<file path="src/rtl/gray_cnt_pkg.sv">
`default_nettype none
// ============================================================================
// Module      : gray_cnt_pkg
// Description : Shared definitions for the Gray-code counter: default code
//               width, the control state enumeration and a binary-to-Gray
//               encode function.
// Contents    : GRAY_CNT_WIDTH     - default counter / code width
//               GRAY_CNT_MAX_WIDTH - widest code the encode function handles
//               gray_cnt_state_e   - IDLE / RUN / STALL / DONE
//               gray_enc()         - binary to Gray, g = b ^ (b >> 1)
// Revision    : 1.0 - initial release
// ============================================================================
package gray_cnt_pkg;

    localparam int GRAY_CNT_WIDTH     = 8;
    localparam int GRAY_CNT_MAX_WIDTH = 64;

    typedef enum logic [1:0] {
        ST_IDLE  = 2'd0,
        ST_RUN   = 2'd1,
        ST_STALL = 2'd2,
        ST_DONE  = 2'd3
    } gray_cnt_state_e;

    // Works on the widest supported code; narrower callers zero-extend the
    // operand, which leaves the low bits of the result unchanged.
    function automatic logic [GRAY_CNT_MAX_WIDTH-1:0] gray_enc(
        input logic [GRAY_CNT_MAX_WIDTH-1:0] b
    );
        return b ^ (b >> 1);
    endfunction

endpackage
`default_nettype wire

</file>
<file path="src/rtl/gray_cnt_bin_gr.sv">
`default_nettype none
// ============================================================================
// Module      : bin_gr
// Description : Purely combinational binary-to-Gray converter. It is the exact
//               inverse of the downstream Gray-to-binary stage (gr_bin).
// Ports       : bin_i  [WIDTH-1:0] in  - binary value
//               gray_o [WIDTH-1:0] out - Gray code of bin_i
// Revision    : 1.0 - initial release
// ============================================================================
module bin_gr
    import gray_cnt_pkg::*;
#(
    parameter int WIDTH = GRAY_CNT_WIDTH
) (
    input  logic [WIDTH-1:0] bin_i,
    output logic [WIDTH-1:0] gray_o
);

    logic [GRAY_CNT_MAX_WIDTH-1:0] w_bin_ext;
    logic [GRAY_CNT_MAX_WIDTH-1:0] w_gray_ext;

    // Zero extension keeps the MSB of the code equal to the MSB of bin_i,
    // so truncating back to WIDTH yields the correct narrow Gray code.
    assign w_bin_ext  = GRAY_CNT_MAX_WIDTH'(bin_i);
    assign w_gray_ext = gray_enc(w_bin_ext);
    assign gray_o     = w_gray_ext[WIDTH-1:0];

endmodule
`default_nettype wire

</file>
<file path="src/rtl/gray_cnt.sv">
`default_nettype none
// ============================================================================
// Module      : gray_cnt
// Description : Up/down binary counter with registered Gray-code output,
//               valid/ready handshake toward a Gray-to-binary consumer,
//               wrap or saturate terminal behaviour, parallel load and a
//               one-cycle terminal-count pulse.
// Ports       : clk        in  - clock, rising edge active
//               rst        in  - synchronous active-high reset
//               en         in  - request to advance the count by one
//               up         in  - 1 = increment, 0 = decrement
//               sat        in  - 1 = saturate at terminal, 0 = wrap
//               load       in  - load din into the counter
//               din        in  - binary load value [WIDTH-1:0]
//               dout       out - registered Gray code of the count
//               dout_valid out - dout holds an unconsumed value
//               dout_ready in  - consumer accepts dout this cycle
//               tc         out - one-cycle terminal-count pulse
//               done       out - saturated and halted
// Revision    : 1.0 - initial release
// ============================================================================
module gray_cnt
    import gray_cnt_pkg::*;
#(
    parameter int WIDTH = GRAY_CNT_WIDTH
) (
    input  logic             clk,
    input  logic             rst,
    input  logic             en,
    input  logic             up,
    input  logic             sat,
    input  logic             load,
    input  logic [WIDTH-1:0] din,
    output logic [WIDTH-1:0] dout,
    output logic             dout_valid,
    input  logic             dout_ready,
    output logic             tc,
    output logic             done
);

    localparam logic [WIDTH-1:0] C_ALL_ONES = '1;
    localparam logic [WIDTH-1:0] C_ZERO     = '0;

    // ------------------------------------------------------------------
    // State
    // ------------------------------------------------------------------
    gray_cnt_state_e   state_q, state_d;
    logic [WIDTH-1:0]  bin_q,   bin_d;
    logic [WIDTH-1:0]  dout_q;
    logic              valid_q, valid_d;
    logic              tc_q,    tc_d;
    logic              done_q,  done_d;

    // ------------------------------------------------------------------
    // Step qualification and candidate next count
    // ------------------------------------------------------------------
    logic              w_step;
    logic [WIDTH-1:0]  w_bin_step;
    logic              w_at_wrap;
    logic [WIDTH-1:0]  w_sat_target;
    logic [WIDTH-1:0]  w_gray_d;

    // A step needs the output slot to be free or being emptied this cycle.
    assign w_step = en && !load && (state_q != ST_DONE) &&
                    (!valid_q || dout_ready);

    // Modular increment / decrement; wrapping falls out of the arithmetic.
    assign w_bin_step   = up ? (bin_q + WIDTH'(1)) : (bin_q - WIDTH'(1));

    // True when the current count sits on the terminal for this direction,
    // i.e. the modular step would wrap around.
    assign w_at_wrap    = up ? (bin_q == C_ALL_ONES) : (bin_q == C_ZERO);
    assign w_sat_target = up ? C_ALL_ONES : C_ZERO;

    // ------------------------------------------------------------------
    // Next-state logic
    // ------------------------------------------------------------------
    always_comb begin
        state_d = state_q;
        bin_d   = bin_q;
        valid_d = valid_q;
        tc_d    = 1'b0;
        done_d  = done_q;

        if (load) begin
            // Load wins over stepping and backpressure; any unconsumed
            // value is simply replaced.
            bin_d   = din;
            valid_d = 1'b1;
            done_d  = 1'b0;
            state_d = ST_RUN;
        end else if (w_step) begin
            valid_d = 1'b1;
            state_d = ST_RUN;
            if (sat) begin
                // Already on the terminal: hold the count but still report
                // the terminal and halt, rather than wrapping.
                if (!w_at_wrap) begin
                    bin_d = w_bin_step;
                end
                if (w_at_wrap || (w_bin_step == w_sat_target)) begin
                    tc_d    = 1'b1;
                    done_d  = 1'b1;
                    state_d = ST_DONE;
                end
            end else begin
                bin_d = w_bin_step;
                tc_d  = w_at_wrap;
            end
        end else begin
            if (valid_q && dout_ready) begin
                valid_d = 1'b0;
            end
            unique case (state_q)
                ST_IDLE: begin
                    state_d = ST_IDLE;
                end
                ST_RUN: begin
                    if (valid_q && !dout_ready) begin
                        state_d = ST_STALL;
                    end else if (!en && !valid_d) begin
                        state_d = ST_IDLE;
                    end
                end
                ST_STALL: begin
                    if (dout_ready) begin
                        state_d = ST_RUN;
                    end
                end
                ST_DONE: begin
                    state_d = ST_DONE;
                end
                default: begin
                    state_d = ST_IDLE;
                end
            endcase
        end
    end

    // The Gray code is formed from the next binary count so that dout is a
    // plain register aligned with bin.
    bin_gr #(
        .WIDTH (WIDTH)
    ) u_bin_gr (
        .bin_i  (bin_d),
        .gray_o (w_gray_d)
    );

    // ------------------------------------------------------------------
    // Registers
    // ------------------------------------------------------------------
    always_ff @(posedge clk) begin
        if (rst) begin
            state_q <= ST_IDLE;
            bin_q   <= '0;
            dout_q  <= '0;
            valid_q <= 1'b0;
            tc_q    <= 1'b0;
            done_q  <= 1'b0;
        end else begin
            state_q <= state_d;
            bin_q   <= bin_d;
            dout_q  <= w_gray_d;
            valid_q <= valid_d;
            tc_q    <= tc_d;
            done_q  <= done_d;
        end
    end

    assign dout       = dout_q;
    assign dout_valid = valid_q;
    assign tc         = tc_q;
    assign done       = done_q;

endmodule
`default_nettype wire

</file>
<file path="config.mk">
export PLATFORM = sky130hd
export DESIGN_NAME = gray_cnt
export DESIGN_NICKNAME = d
export VERILOG_FILES = /design/src/rtl/gray_cnt_pkg.sv /design/src/rtl/gray_cnt_bin_gr.sv /design/src/rtl/gray_cnt.sv
export SDC_FILE = /design/constraint.sdc
export NUM_CORES = 1
export LEC_CHECK = 0
export ABC_AREA = 1
export CAP_MARGIN = 20
export CORE_UTILIZATION = 30
export CTS_BUF_LIST = sky130_fd_sc_hd__clkbuf_16
export CTS_CLUSTER_DIAMETER = 100
export CTS_CLUSTER_SIZE = 25
export DETAILED_ROUTE_END_ITERATION = 16
export PLACE_DENSITY_LB_ADDON = 0.1
export SLEW_MARGIN = 20
export SYNTH_ARGS = -nofsm -noshare
export SYNTH_HDL_FRONTEND = slang
export SYNTH_SLANG_ARGS = --single-unit
</file>
<file path="constraint.sdc">
create_clock -name clk -period 2.6 [get_ports clk]
set_clock_uncertainty 0.15 [all_clocks]
set_input_delay 0.52 -clock clk [delete_from_list [all_inputs] [get_ports clk]]
set_output_delay 0.52 -clock clk [all_outputs]
set_load 0.02 [all_outputs]
</file>
==> flow_metrics.tcl, run 1 <==
set metrics [dict create \
    status "completed" \
    pin_count 26 \
    syn_area_per_cell_sq_um 6.19 \
    hp-class "reg2reg" \
    cp.arrival_ns 2.43 \
    postCtsSetupRepairBufs 0 \
    wl_met1_mm 1.93 \
    crit_path_end "state_q[1]" \
    mappedNetlistArea_sq_um 1470 \
    syn_inst 237 \
    die_x_um 71.9 \
    min_from "done" \
    drtPass1Iterations 5 \
    startpoint "up" \
    post-dp-hpwl_mm 3.12 \
    first_global_vias 1347 \
    drv_cap 0 \
    ant_nets 0 \
    clockBufferDepth 2 \
    grt_start_max_net_pins 13 \
    required_ns 2.63 \
    fillers 505 \
    drv_slew 0 \
    antenna_cells 0 \
    die_h_um 71.9 \
    dr_wl_met2_mm 1.58 \
    vias 1528 \
    overflow 0 \
    syn_to_final_growth_pct 40.3 \
    ff2ff_path_depth 15 \
    r2r-end "state_q[1]" \
    path_clk_slew_ns 0.06 \
    finalCritPeriodShare_pct 92.0 \
    initial_core_util_pct 31.0 \
    post_drt_wl_per_cell_um 10.7 \
    worstSkewPairLatency_ns 0.25 \
    endpoint_kind "flip-flop" \
    hold_viol 0 \
    cts_root_buffer "clkbuf_16" \
    r2r_start "bin_q[1]" \
    period_needed_ns 2.39 \
    drive_gt1_share_pct 18.4 \
    routed.top_layer "met4" \
    multi_input_area_sq_um 927 \
    grt_pass1_wl_mm 6.04 \
    p_leak_nw 1.07 \
    syn_nets 261 \
    core_area_sq_um 4720 \
    final-setup-viol-count 0 \
    cts_made_buffers 3 \
    wl_mm 3.75 \
    yosys.cell_types.count 31 \
    dieArea_sq_um 5170 \
    ir_worst_vdd_uv 236 \
    tritoncts "done" \
    worst_pin_slew_ns 0.338 \
    powerDensity_nw_per_um2 556 \
    cp-start-kind "primary input" \
    finalPower_mw 1.14 \
    drc_errors 0 \
    ys_seq_elements 20 \
    track_usage_pct 15.2 \
    fin_util_pct 43.5 \
    drt-initial-drc-count 75 \
    final_nets 307 \
    numPortBuffers 25 \
    viasPerCell 4.38 \
    fmaxAchievable_ghz 0.418 \
    critPathKind "in2reg" \
    final_cells 349 \
    rows 25 \
    met3_length_um 183 \
    antenna_found_initial 0 \
    cts_sinks 20 \
    gp_congestion 0.885 \
    yosysSeqAreaShare_pct 27.3 \
    reg2reg_slack_ns 0.41 \
    crit_fanout 8 \
    htree_levels 1 \
    regArea_sq_um 400 \
    ys.warnings.count 0 \
    post-place-cells 345 \
    max_slew_margin_pct 77.4 \
]
-- logic make-up (layout without fill, tap and decap cells) --
group	after synthesis	in the layout	share of synthesized area (%)
compound gates	19	19	7.34
xor+xnor	2	2	1.19
fa+ha+maj	9	9	8.19
buf+inv	41	86	11.1
flops	20	20	27.3
simple gates	146	146	44.9
-- sequential cells by signal, indices dropped and copies added, names as in the netlist --
name / cells
bin_q: 8
dout: 7
state_q: 2
done: 1
dout_valid: 1
tc: 1
-- placed cells by master, fill, tap and decap left out, types with 2 or more instances in the layout --
cell type,instances
a21oi_1,12
a21oi_2,2
buf_4,18
clkbuf_16,3
clkdlybuf4s50_1,24
dfxtp_1,20
ha_1,8
inv_1,33
inv_2,3
nand2_1,80
nand2_2,8
nand2_4,2
nand3_1,19
nand3_2,4
nor2_1,19
nor3_1,4
o21ai_0,2
or2_2,4
-- how the worst min path moves through the flow --
stage	slack (ns)	cells after the start	to
global placement	0.32	2	done
finish	0.35	2	done
floorplan	0.33	2	state_q[0]
detailed placement	0.31	2	done
global route	0.36	2	done
CTS	0.32	2	done
-- final cells by class --
type	count	share of cell area [%]
clock buffer	3	3.65
timing repair buffer	44	19.2
sequential	20	19.5
inverter	38	7.06
multi-input combinational	176	45.1
tap	67	4.08
clock inverter	1	1.46
-- where the power goes --
part           total (mW)  internal, mW  switching, mW
clock network       0.426         0.305          0.120
logic               0.367         0.162          0.206
registers           0.350         0.333         0.0167
-- cell usage after synthesis (all sizes together) --
cell type  number  area [sq um]
nand3          23           125
clkinv          1          3.75
fa              1          20.0
a31oi           1          6.26
xor2            1          8.76
dfxtp          20           400
nand4           1          6.26
inv            37           141
nand2          90           365
o21ai           3          15.0
or2             5          31.3
nor2           20          77.6
buf             3          17.5
and2            1          6.26
ha              8           100
nor3            6          46.3
xnor2           1          8.76
a21oi          14          73.8
o211ai          1          12.5
-- per-stage QoR --
step           cell area, sq um  TNS (ns)  worst slack [ns]  hold slack, ns
2_1_floorplan              1470         0             0.470           0.326
3_3_place_gp               1930     -2.37            -0.291           0.320
3_5_place_dp               1930     -2.32            -0.301           0.306
4_1_cts                    2040         0             0.184           0.320
5_1_grt                    2060   -0.0107           -0.0107           0.364
6_report                   2060         0             0.209           0.347
-- critical path, cell delays in order --
cell and delay (ns):
dlygate4sd2_1 0.24, inv_2 0.09, buf_4 0.14, ha_1 0.27, nand2_1 0.06, nand2_1 0.11
nand3_1 0.13, nand2_1 0.08, nand2_1 0.06, nand2_1 0.04, nor2_1 0.19, nand2_1 0.10
nand2_2 0.07, nand2_1 0.05, nand2_1 0.05, nand2_1 0.08, a21oi_1 0.14
-- what timing repair did --
item	CTS	global route
gates resized for setup	4	6
pin swaps	0	2
hold buffers	0	0
setup endpoints to repair	2	2
hold endpoints to repair	0	0
-- layer usage --
layer  up-vias  track usage (%)
met5         -                0
met4         0             4.14
met3         4             2.50
met2        36             23.0
met1       667             22.3
li1        821                -
No activity file was read; power rests on OpenSTA's default activity.
==> inputs of run 2 (changes only) <==
--- a/config.mk
+++ b/config.mk
@@ -13,7 +13,6 @@
 export CTS_CLUSTER_SIZE = 25
 export DETAILED_ROUTE_END_ITERATION = 16
 export PLACE_DENSITY_LB_ADDON = 0.1
-export SLEW_MARGIN = 20
 export SYNTH_ARGS = -nofsm -noshare
 export SYNTH_HDL_FRONTEND = slang
 export SYNTH_SLANG_ARGS = --single-unit
==> results of run 2 <==
Final layout, timing and power as in run 1 (identical DEF).
